$ cat src/rtl/letter_scroll_ctrl_pkg.sv
// Shared letter-code constants, controller state encoding and the code-sanitising helper.
package letter_scroll_ctrl_pkg;

  localparam logic [3:0] LetA    = 4'd0;
  localparam logic [3:0] LetB    = 4'd1;
  localparam logic [3:0] LetL    = 4'd4;
  localparam logic [3:0] LetDash = 4'd5;
  localparam logic [3:0] LetO    = 4'd7;
  localparam logic [3:0] LetE    = 4'd9;

  typedef enum logic [1:0] {StIdle, StShow, StGap} state_e;

  // Codes outside the decoder's alphabet are shown as a dash.
  function automatic logic [3:0] sanitize_code(input logic [3:0] code);
    return (code > LetE) ? LetDash : code;
  endfunction

endpackage

$ cat src/rtl/step_timer.sv
// Step prescaler: counts 0..P-1 with P = max(period, 1) and flags the terminal count.
module step_timer #(
  parameter int unsigned DIV_W = 16
) (
  input  logic             clk,
  input  logic             rst,
  input  logic             en,
  input  logic [DIV_W-1:0] period,
  output logic             tc
);

  logic [DIV_W-1:0] cnt_q;
  logic [DIV_W-1:0] last;

  // >= keeps a shrinking period from overrunning the new terminal value.
  assign last = (period == '0) ? '0 : period - DIV_W'(1);
  assign tc   = en && (cnt_q >= last);

  always_ff @(posedge clk) begin
    if (rst || !en) begin
      cnt_q <= '0;
    end else if (tc) begin
      cnt_q <= '0;
    end else begin
      cnt_q <= cnt_q + DIV_W'(1);
    end
  end

endmodule

$ cat src/rtl/letter_scroll_ctrl.sv
// Scrolls a small buffer of letter codes onto a 7-segment letter decoder,
// one letter per step period, with a dash gap between message passes.
module letter_scroll_ctrl
  import letter_scroll_ctrl_pkg::*;
#(
  parameter int unsigned DEPTH = 8,
  parameter int unsigned DIV_W = 16
) (
  input  logic             clk,
  input  logic             rst,
  input  logic             wr_valid,
  input  logic [3:0]       wr_code,
  output logic             wr_ready,
  input  logic             clr,
  input  logic             start,
  input  logic             stop,
  input  logic [DIV_W-1:0] step_div,
  output logic [3:0]       letra,
  output logic             blank,
  output logic             busy,
  output logic             wrap_pulse
);

  localparam int unsigned CW = $clog2(DEPTH + 1);
  localparam int unsigned PW = $clog2(DEPTH);

  state_e        state_q, state_d;
  logic [CW-1:0] count_q;
  logic [PW-1:0] rd_ptr_q, rd_ptr_d;
  logic [3:0]    mem_q [DEPTH];
  logic [3:0]    letra_q, letra_d;
  logic          blank_q, blank_d;
  logic          wrap_q, wrap_d;
  logic          step;
  logic          wr_en;
  logic          idle;

  assign idle     = (state_q == StIdle);
  assign busy     = !idle;
  assign wr_ready = idle && (count_q < CW'(DEPTH));
  assign wr_en    = wr_valid && wr_ready && !clr;

  assign letra      = letra_q;
  assign blank      = blank_q;
  assign wrap_pulse = wrap_q;

  step_timer #(
    .DIV_W (DIV_W)
  ) u_step_timer (
    .clk    (clk),
    .rst    (rst),
    .en     (busy),
    .period (step_div),
    .tc     (step)
  );

  always_ff @(posedge clk) begin
    if (wr_en) begin
      mem_q[count_q[PW-1:0]] <= sanitize_code(wr_code);
    end
  end

  always_ff @(posedge clk) begin
    if (rst) begin
      count_q <= '0;
    end else if (clr && idle) begin
      count_q <= '0;
    end else if (wr_en) begin
      count_q <= count_q + CW'(1);
    end
  end

  always_ff @(posedge clk) begin
    if (rst) begin
      state_q  <= StIdle;
      rd_ptr_q <= '0;
      letra_q  <= LetA;
      blank_q  <= 1'b1;
      wrap_q   <= 1'b0;
    end else begin
      state_q  <= state_d;
      rd_ptr_q <= rd_ptr_d;
      letra_q  <= letra_d;
      blank_q  <= blank_d;
      wrap_q   <= wrap_d;
    end
  end

  always_comb begin
    state_d  = state_q;
    rd_ptr_d = rd_ptr_q;
    wrap_d   = 1'b0;
    case (state_q)
      StIdle: begin
        // A clear in the same cycle empties the buffer, so it also cancels start.
        if (start && !stop && !clr && (count_q != '0)) begin
          state_d  = StShow;
          rd_ptr_d = '0;
        end
      end
      StShow: begin
        if (stop) begin
          state_d = StIdle;
        end else if (step) begin
          if (CW'(rd_ptr_q) < count_q - CW'(1)) begin
            rd_ptr_d = rd_ptr_q + PW'(1);
          end else begin
            rd_ptr_d = '0;
            state_d  = StGap;
            wrap_d   = 1'b1;
          end
        end
      end
      StGap: begin
        if (stop) begin
          state_d = StIdle;
        end else if (step) begin
          state_d  = StShow;
          rd_ptr_d = '0;
        end
      end
      default: state_d = StIdle;
    endcase
  end

  always_comb begin
    letra_d = LetA;
    blank_d = 1'b1;
    case (state_q)
      StShow: begin
        letra_d = mem_q[rd_ptr_q];
        blank_d = 1'b0;
      end
      StGap: begin
        letra_d = LetDash;
        blank_d = 1'b0;
      end
      default: ;
    endcase
  end

endmodule
$ cat config.mk
export PLATFORM = sky130hd
export DESIGN_NAME = letter_scroll_ctrl
export DESIGN_NICKNAME = d
export VERILOG_FILES = /design/src/rtl/letter_scroll_ctrl_pkg.sv /design/src/rtl/step_timer.sv /design/src/rtl/letter_scroll_ctrl.sv
export SDC_FILE = /design/constraint.sdc
export NUM_CORES = 1
export LEC_CHECK = 0
export ABC_AREA = 0
export ABC_CLOCK_PERIOD_IN_PS = 8700
export CAP_MARGIN = 30
export CORE_ASPECT_RATIO = 1.1
export CORE_MARGIN = 3
export CORE_UTILIZATION = 55
export CTS_CLUSTER_SIZE = 12
export DETAILED_ROUTE_END_ITERATION = 8
export PLACE_DENSITY = 0.79
export SKIP_CTS_REPAIR_TIMING = 1
export SYNTH_ARGS = -nofsm -noshare
export SYNTH_HDL_FRONTEND = slang
export SYNTH_SLANG_ARGS = --single-unit
export TNS_END_PERCENT = 20
$ cat constraint.sdc
create_clock -name clk -period 8.7 [get_ports clk]
set_clock_uncertainty 0.1 [all_clocks]
set_input_delay 1.74 -clock clk [delete_from_list [all_inputs] [get_ports clk]]
set_output_delay 1.74 -clock clk [all_outputs]
set_load 0.05 [all_outputs]
==> results.yml, run 1 <==
worst_setup_path:
  slowest_delay_ns: 0.57
  critPathMaxFanout: 16
  crit_arrival_ns: 5.67
  path_delay_family: "simple AND/OR/NAND/NOR gates"
  cp_slowest_cell: "or3_1"
  end_kind: "flip-flop"
  crit_buf_inv: 1
  cp-start-kind: "input pin"
  crit_type: "input pin to flip-flop"
  crit_required_ns: 8.80
  cp_cell_sequence: "clkdlybuf4s50_1 > or4_4 > or3_4 > or3_1 > and2_1 > ha_1 > nand2b_1 > a2111o_1 > a311oi_1 > a21oi_1 > nand3_1 > o21ai_0"
global_route:
  grt_max_degree: 17
  met2_usage_pct: 34.3
  grt_usage_pct: 20.7
  grt_first_pass_wirelength_mm: 11.4
  use_met3_pct: 4.64
  gr-total-overflow: 0
  antenna_found_initial: 0
  grt.busiest_layer: "met2"
  grt_pass1_vias: 2451
  met1_usage_pct: 26.7
timing:
  max_freq_ghz: 0.180
  worst_slack_ns: 3.13
  layout_min_cycle_time_ns: 5.57
  slew_violations: 0
  tns_ns: 0
  setup_viol: 0
  rsz0062_at_grt: "no"
  maxSlewHeadroom_pct: 47.0
  tightest_slew_ns: 0.793
  hold_violations: 0
  fin_crit_sh_pct: 64.0
status:
  outcome: "complete, no violations"
logic_synthesis:
  synth_top_area_share_pct: 27.6
  synth.distinct_cells: 50
  synthesis.nets: 385
  yosysMostFrequentCell: "nor2_1"
  synthesis.area_um2: 3480
  async_flop_share_pct: 0
  synth_top_area_cell: "edfxtp_1"
  syn_inst: 331
  synth_edf_count: 32
  ys_ff_latch: 66
  netlist_top_cells_count: "nor2_1 (43), dfxtp_1 (34), nand2_1 (33)"
  ys.flop_type: "dfxtp_1"
  synth.yosys.seq_area_share_pct: 47.2
  synth_area_leaders: "edfxtp_1 (28%), dfxtp_1 (20%), ha_1 (10%), xor2_1 (6.0%), mux4_2 (5.2%)"
  yosys_warnings: 0
  avgSynthCellArea_um2: 10.5
power_and_ir_drop:
  p_sw_share_pct: 22.3
  comb_power_share_pct: 6.8
  p_switching_uw: 137
  pwr_density_cell_nw_per_um2: 152
  peakVddDrop_uv: 118
  p_int_uw: 480
  pwr-share-seq_pct: 53.1
  leakagePower_nw: 1.52
  power_frac_clock_pct: 40.1
floorplanning:
  core_area_um2: 5950
  die_w_um: 81.9
  die_h_um: 89.4
  placementRows: 29
  die-area_um2: 7320
  ios: 34
  start_util_pct: 58.5
cells_and_area:
  syn2layout_area_growth_pct: 16.5
  final_layout_size_suffix_gt1_share_pct: 8.06
  nNetsFinal: 421
  design_area_um2: 4060
  num-fill-cells: 458
  antenna_cells: 0
place:
  postPlaceCellArea_um2: 3860
  gp_congestion: 0.774
  hpwl_mm: 5.16
  dp_worst_setup_slack_ns: 2.81
  io_buffers: 33
routing:
  ant_nets: 0
  dr.pass1.iters: 4
  avgRoutedWirePerCell_um: 15.0
  wl_mm: 6.72
  num_vias: 2562
  drt_iter0_markers: 144
  viasPerCell: 5.71
  route.detailed.drc: 0
hold_path:
  hold_class: "flip-flop to flip-flop"
clock_network:
  cts-root-buf: "clkbuf_8"
  cts_tree: "done"
  clkSinkCount: 66
  cts-buffers-inserted: 9
  cts_buffer_depth: 2
  clkSlewWorstSetupHoldPaths_ns: 0.07
  clkLatencyLatePin_ns: 0.34
  htreeDepth: 3
run:
  cap_violations: 0
## metal layers
metal / part of all wire [%] / vias to the layer above
met5: 0 / -
met1: 44 / 1231
met4: 1.3 / 0
met2: 50 / 61
met3: 5.5 / 7
li1: - / 1263
## power groups by stage
stage | clock network (mW) | logic (mW) | registers, mW
6_report | 0.247 | 0.0421 | 0.328
5_1_grt | 0.265 | 0.0471 | 0.328
4_1_cts | 0.249 | 0.0423 | 0.328
3_5_place_dp | 0 | 0.0419 | 0.335
3_3_place_gp | 0 | 0.0407 | 0.334
2_1_floorplan | 0 | 0.0223 | 0.334
## logic make-up (layout without fill, tap and decap cells)
logic type / Yosys count / count (layout) / synth area share (%)
compound gates: 41 / 41 / 7.37
xor+xnor: 29 / 29 / 7.30
fa+ha+maj: 28 / 28 / 10.1
buf+inv: 19 / 60 / 2.52
flops: 66 / 66 / 47.2
mux: 12 / 12 / 6.40
simple gates: 136 / 136 / 19.2
## through the flow
| step | std cells | power, mW | util, % | hold WS [ns] |
|---|---|---|---|---|
| floorplan | 331 | 0.357 | - | 0.341 |
| global placement | 433 | 0.375 | 64.9 | 0.374 |
| detailed placement | 433 | 0.376 | 64.9 | 0.394 |
| CTS | 449 | 0.619 | 68.1 | 0.409 |
| global route | 449 | 0.640 | 68.1 | 0.446 |
| finish | 449 | 0.617 | 68.1 | 0.405 |
## state kept, by name, summed over array words and instances, names as in the netlist, named ones only
signal,cells
blank,1
count_q,4
letra,4
mem_q,32
rd_ptr_q,3
state_q,2
u_step_timer.cnt_q,16
wrap_pulse,1
## area by class of cell
class | instances | area, um^2 | share of cell area [%]
Inverter | 11 | 41.3 | 1.02
Timing Repair Buffer | 33 | 330 | 8.15
Clock inverter | 7 | 70.1 | 1.73
Tap cell | 77 | 96.3 | 2.38
Clock buffer | 9 | 124 | 3.05
Sequential cell | 66 | 1640 | 40.5
Multi-Input combinational cell | 246 | 1750 | 43.2
## cells in the final DEF, fill, tap and decap left out, drive strengths merged, types with 2 or more instances in the layout
cell type and n:
mux2i 2, dfxtp 34, ha 28, clkbuf 9, and3 3, inv 11
nand2 34, or3 2, nand2b 9, edfxtp 32, o41ai 2, a21oi 13
nor4 3, xor2 24, a21o 4, o21ai 10, nor3b 2, nand3 12
mux4 8, o22ai 2, clkdlybuf4s50 33, nor2b 3, nor3 10, xnor2 5
mux2 2, clkinv 5, nor2 43, nand4 5, o31ai 2
## final timing paths
path                                                       start                                to  slack [ns]  depth (start not counted)
worst min register to register  u_step_timer.cnt_q[0]$_SDFF_PP0_  u_step_timer.cnt_q[0]$_SDFF_PP0_        0.40                          1
worst max-delay path                                 step_div[9]                         flip-flop        3.13                         12
worst min-delay path            u_step_timer.cnt_q[0]$_SDFF_PP0_  u_step_timer.cnt_q[0]$_SDFF_PP0_        0.40                          1
worst max register to register           count_q[1]$_SDFFE_PP0P_           state_q[0]$_SDFFE_PP0P_        6.09                          9
No activity file was read; power rests on OpenSTA's default activity.
==> run 2: changes to the inputs <==
ABC_CLOCK_PERIOD_IN_PS = 5150   (was 8700)
clock period = 5.15 ns   (was 8.7 ns; I/O delays follow)
==> run 2 against run 1 <==
Net effect: non-clock buffer count rose by 3; sequential power rose by 69%; worst setup slack got worse by 2.6 ns; critical path type unchanged; highest routed layer unchanged.
==> results.yml, run 2 (synthesis results as in run 1) <==
status:
  outcome: "complete, no violations"
clock_network:
  cts-root-buf: "clkbuf_8"
  cts-buffers-inserted: 9
  clkSinkCount: 66
  clkSlewWorstSetupHoldPaths_ns: 0.07
  htreeDepth: 3
  clkLatencyLatePin_ns: 0.34
  cts_buffer_depth: 2
  cts_tree: "done"
floorplanning:
  ios: 34
  die_h_um: 89.4
  core_area_um2: 5950
  die-area_um2: 7320
  die_w_um: 81.9
  start_util_pct: 58.5
  placementRows: 29
timing:
  tns_ns: 0
  setup_viol: 0
  maxSlewHeadroom_pct: 45.4
  tightest_slew_ns: 0.817
  slew_violations: 0
  rsz0062_at_grt: "no"
  fin_crit_sh_pct: 89.9
  hold_violations: 0
  max_freq_ghz: 0.216
  layout_min_cycle_time_ns: 4.63
routing:
  wl_mm: 6.72
  num_vias: 2510
  dr.pass1.iters: 4
  ant_nets: 0
  avgRoutedWirePerCell_um: 14.9
  drt_iter0_markers: 135
  route.detailed.drc: 0
  viasPerCell: 5.55
cells_and_area:
  layout_commonest_cell: "nor2_1"
  fin_cells: 452
  largest_reg_flops: 32
  final_core_util_pct: 68.5
  mostFrequentLayoutCells: "nor2_1 (43), dfxtp_1 (34), nand2_1 (33), clkdlybuf4s50_1 (33), edfxtp_1 (32)"
  num-fill-cells: 464
  design_area_um2: 4080
  antenna_cells: 0
  syn2layout_area_growth_pct: 17.1
  final_layout_size_suffix_gt1_share_pct: 8.53
  nNetsFinal: 424
power_and_ir_drop:
  p_int_uw: 810
  peakVddDrop_uv: 216
  pwr_density_cell_nw_per_um2: 257
  p_switching_uw: 237
  pwr-share-seq_pct: 52.9
  comb_power_share_pct: 6.8
  leakagePower_nw: 1.53
  power_frac_clock_pct: 40.3
  p_sw_share_pct: 22.6
place:
  io_buffers: 33
  gp_congestion: 0.820
  dpl.cell_count: 436
  postPlaceCellArea_um2: 3880
  hpwl_mm: 5.14
global_route:
  grt_first_pass_wirelength_mm: 11.1
  antenna_found_initial: 0
  grt_usage_pct: 20.5
  gr-total-overflow: 0
  grt_pass1_vias: 2416
  grt_max_degree: 17
run:
  cap_violations: 0
hold_path:
  hold_class: "flip-flop to flip-flop"
worst_setup_path:
  end_kind: "flip-flop"
  crit_required_ns: 5.32
  crit_arrival_ns: 4.80
  crit_type: "input pin to flip-flop"
  critPathMaxFanout: 8
  cp-start-kind: "input pin"
-- run 2: cell count changes in the layout (fill, tap and decap cells not counted) --
cell,before,now
inv_6,0,1
buf_4,0,3
clkinv_1,0,1
clkinv_4,2,1
clkinv_2,3,2
-- run 2: power groups by stage --
stage | clock network, mW | logic (mW) | registers, mW
2_1_floorplan | 0 | 0.0376 | 0.565
3_3_place_gp | 0 | 0.0691 | 0.565
3_5_place_dp | 0 | 0.0712 | 0.565
4_1_cts | 0.429 | 0.0718 | 0.553
5_1_grt | 0.449 | 0.0800 | 0.553
6_report | 0.422 | 0.0714 | 0.553
-- run 2: per-stage QoR --
step	setup slack, ns	hold slack [ns]	power, mW
floorplan	0.841	0.341	0.603
global placement	0.289	0.365	0.634
detailed placement	0.182	0.385	0.636
CTS	0.535	0.400	1.05
global route	0.206	0.431	1.08
finish	0.520	0.386	1.05
-- run 2: path summary, 6_finish.rpt --
kind | slack (ns) | depth (start not counted) | end | from
worst max register to register | 2.53 | 9 | state_q[0]$_SDFFE_PP0P_ | count_q[1]$_SDFFE_PP0P_
worst max-delay path | 0.52 | 13 | rd_ptr_q[2]$_SDFFE_PP0P_ | step_div[9]
worst min-delay path | 0.39 | 1 | u_step_timer.cnt_q[0]$_SDFF_PP0_ | u_step_timer.cnt_q[0]$_SDFF_PP0_
worst min register to register | 0.39 | 1 | u_step_timer.cnt_q[0]$_SDFF_PP0_ | u_step_timer.cnt_q[0]$_SDFF_PP0_
-- run 2: final cells by class --
cell class / instances / area [um^2] / area share, %
clock buffers: 9 / 124 / 3.04
clock inverters: 7 / 68.8 / 1.69
inverters: 11 / 41.3 / 1.01
multi-input cells: 246 / 1750 / 43.0
flip-flops and latches: 66 / 1640 / 40.3
well taps: 77 / 96.3 / 2.36
repair buffers: 36 / 353 / 8.66
-- run 2: routing by layer --
metal	wire, um	up-vias	track usage [%]
li1	-	1264	-
met5	0	-	0
met2	3300	40	34.4
met3	231	11	4.54
met1	3060	1195	25.2
met4	125	0	8.91
-- run 2: critical path, cell delays in order --
cell	delay [ns]
clkdlybuf4s50_1	0.48
or4_4	0.55
or3_4	0.35
or3_1	0.39
buf_4	0.18
nand2_1	0.06
ha_1	0.14
nand4_1	0.20
nor4_2	0.38
a311oi_1	0.19
a21o_1	0.21
or4b_1	0.49
a21oi_1	0.14
==> run 3: changes to the inputs <==
CORE_MARGIN = 2   (was 3)
GPL_TIMING_DRIVEN = 1   (was default)
==> run 3 against run 2 <==
Net effect: worst hold slack better by 0.021 ns; global-route usage up 0.64 points; sequential share of layout area down 0.34 points; core utilization down 1.7 points; wire length down 2.3%; first-iteration DRC count up 37%; largest power group unchanged; combinational power up 0.7%; cell count up 0.66%; sequential power about the same; worst setup slack worse by 0.061 ns; die area down 4.6%; register-to-register slack better by 0.04 ns.
==> results.yml, run 3 (synthesis results as in run 1) <==
worst_setup_path:
  slowest_delay_ns: 0.55
  cp_slowest_cell: "or4_4"
  crit_required_ns: 5.31
  crit_type: "input pin to flip-flop"
  crit_arrival_ns: 4.85
  critPathLaunch: "step_div[9]"
  r2r-start: "u_step_timer.cnt_q[0]$_SDFF_PP0_"
  critPathMaxFanout: 4
  cp_cell_sequence: "clkdlybuf4s50_1 > or4_4 > or3_4 > nor3_1 > xor2_1 > nand2_1 > ha_1 > nand4_1 > nor4_2 > a311oi_1 > a21o_1 > or4b_1 > a21oi_1"
  end_kind: "flip-flop"
  cp-start-kind: "input pin"
floorplanning:
  core_area_um2: 6160
  die-area_um2: 6980
  die_w_um: 79.9
  placementRows: 30
  ios: 34
  start_util_pct: 56.5
  die_h_um: 87.4
timing:
  layout_min_cycle_time_ns: 4.69
  hold_slack_ns: 0.407
  tightest_slew_ns: 0.779
  hold_violations: 0
  maxSlewHeadroom_pct: 48.0
  tns_ns: 0
  rsz0062_at_grt: "no"
  fin_crit_sh_pct: 91.1
  max_freq_ghz: 0.213
  slew_violations: 0
  setup_viol: 0
routing:
  route.detailed.drc: 0
  drt_iter0_markers: 185
  dr.pass1.iters: 5
  avgRoutedWirePerCell_um: 14.4
  viasPerCell: 5.48
  num_vias: 2494
  ant_nets: 0
  wl_mm: 6.57
power_and_ir_drop:
  comb_power_share_pct: 6.5
  leakagePower_nw: 1.54
  power_frac_clock_pct: 43.7
  p_switching_uw: 245
  pwr_density_cell_nw_per_um2: 270
  p_int_uw: 865
  pwr-share-seq_pct: 49.8
  peakVddDrop_uv: 226
  p_sw_share_pct: 22.1
status:
  outcome: "complete, no violations"
place:
  postPlaceCellArea_um2: 3890
  hpwl_mm: 5.02
  gp_congestion: 0.872
  io_buffers: 33
cells_and_area:
  final_layout_size_suffix_gt1_share_pct: 8.80
  syn2layout_area_growth_pct: 18.1
  nNetsFinal: 424
  mostFrequentLayoutCells: "nor2_1 (43), dfxtp_1 (34), nand2_1 (33), clkdlybuf4s50_1 (33), edfxtp_1 (32)"
  layout_commonest_cell: "nor2_1"
  design_area_um2: 4110
  antenna_cells: 0
  largest_reg_flops: 32
hold_path:
  hp-start: "u_step_timer.cnt_q[0]$_SDFF_PP0_"
  hold_class: "flip-flop to flip-flop"
clock_network:
  clkSinkCount: 66
  cts-buffers-inserted: 9
  cts_buffer_depth: 2
  htreeDepth: 3
  clkSlewWorstSetupHoldPaths_ns: 0.07
  cts-root-buf: "clkbuf_8"
  clkLatencyLatePin_ns: 0.34
  cts_tree: "done"
global_route:
  grt_max_degree: 17
  antenna_found_initial: 0
  grt_pass1_vias: 2445
  gr-total-overflow: 0
  grt_first_pass_wirelength_mm: 11.2
  grt_usage_pct: 21.1
run:
  cap_violations: 0
run 3: cell types whose count changed in the layout (fill, tap and decap cells not counted):
cell / change
clkinv_1: -1
clkinv_4: +1
clkinvlp_4: -1
inv_6: +1
clkinv_2: -1
bufinv_16: +1
run 3: final cells by class:
class,instances,area (um^2)
clock buffers,9,124
well taps,80,100
inverters,11,41.3
flip-flops and latches,66,1640
multi-input cells,246,1750
fillers,481,2040
repair buffers,36,353
clock inverters,7,100
run 3: power groups by stage:
stage	Combinational [mW]	Clock, mW	Sequential, mW
2_1_floorplan	0.0376	0	0.565
3_3_place_gp	0.0704	0	0.565
3_5_place_dp	0.0718	0	0.565
4_1_cts	0.0724	0.494	0.553
5_1_grt	0.0802	0.514	0.553
6_report	0.0719	0.485	0.553
run 3: stage by stage:
step	utilization, %	std cells	setup slack [ns]	power, mW
final	66.8	455	0.459	1.11
after global routing	66.8	455	0.187	1.15
after CTS	66.8	455	0.493	1.12
after detailed placement	63.2	439	0.174	0.637
after global placement	63.2	439	0.248	0.635
after floorplan	-	331	0.841	0.603
run 3: worst paths after layout:
kind                                                    endpoint  slack [ns]  depth (start not counted)
worst min-delay path            u_step_timer.cnt_q[0]$_SDFF_PP0_        0.41                          1
worst max-delay path                    rd_ptr_q[2]$_SDFFE_PP0P_        0.46                         13
worst min register to register  u_step_timer.cnt_q[0]$_SDFF_PP0_        0.41                          1
worst max register to register                         flip-flop        2.57                          8
run 3: layer usage:
metal	vias up	wire [um]	global-route usage [%]
met5	-	0	0
met4	0	102	8.47
met3	9	159	3.73
met2	33	3380	37.1
met1	1186	2930	25.7
li1	1266	-	-
run 3: critical path, delay by kind of cell:
kind,cells,cell delay [ns]
buffers and inverters,1,0.47
adder cells (fa/ha/maj),1,0.31
AO/OA/AOI/OAI,3,0.60
XOR/XNOR,1,0.18
AND/OR/NAND/NOR,7,2.26
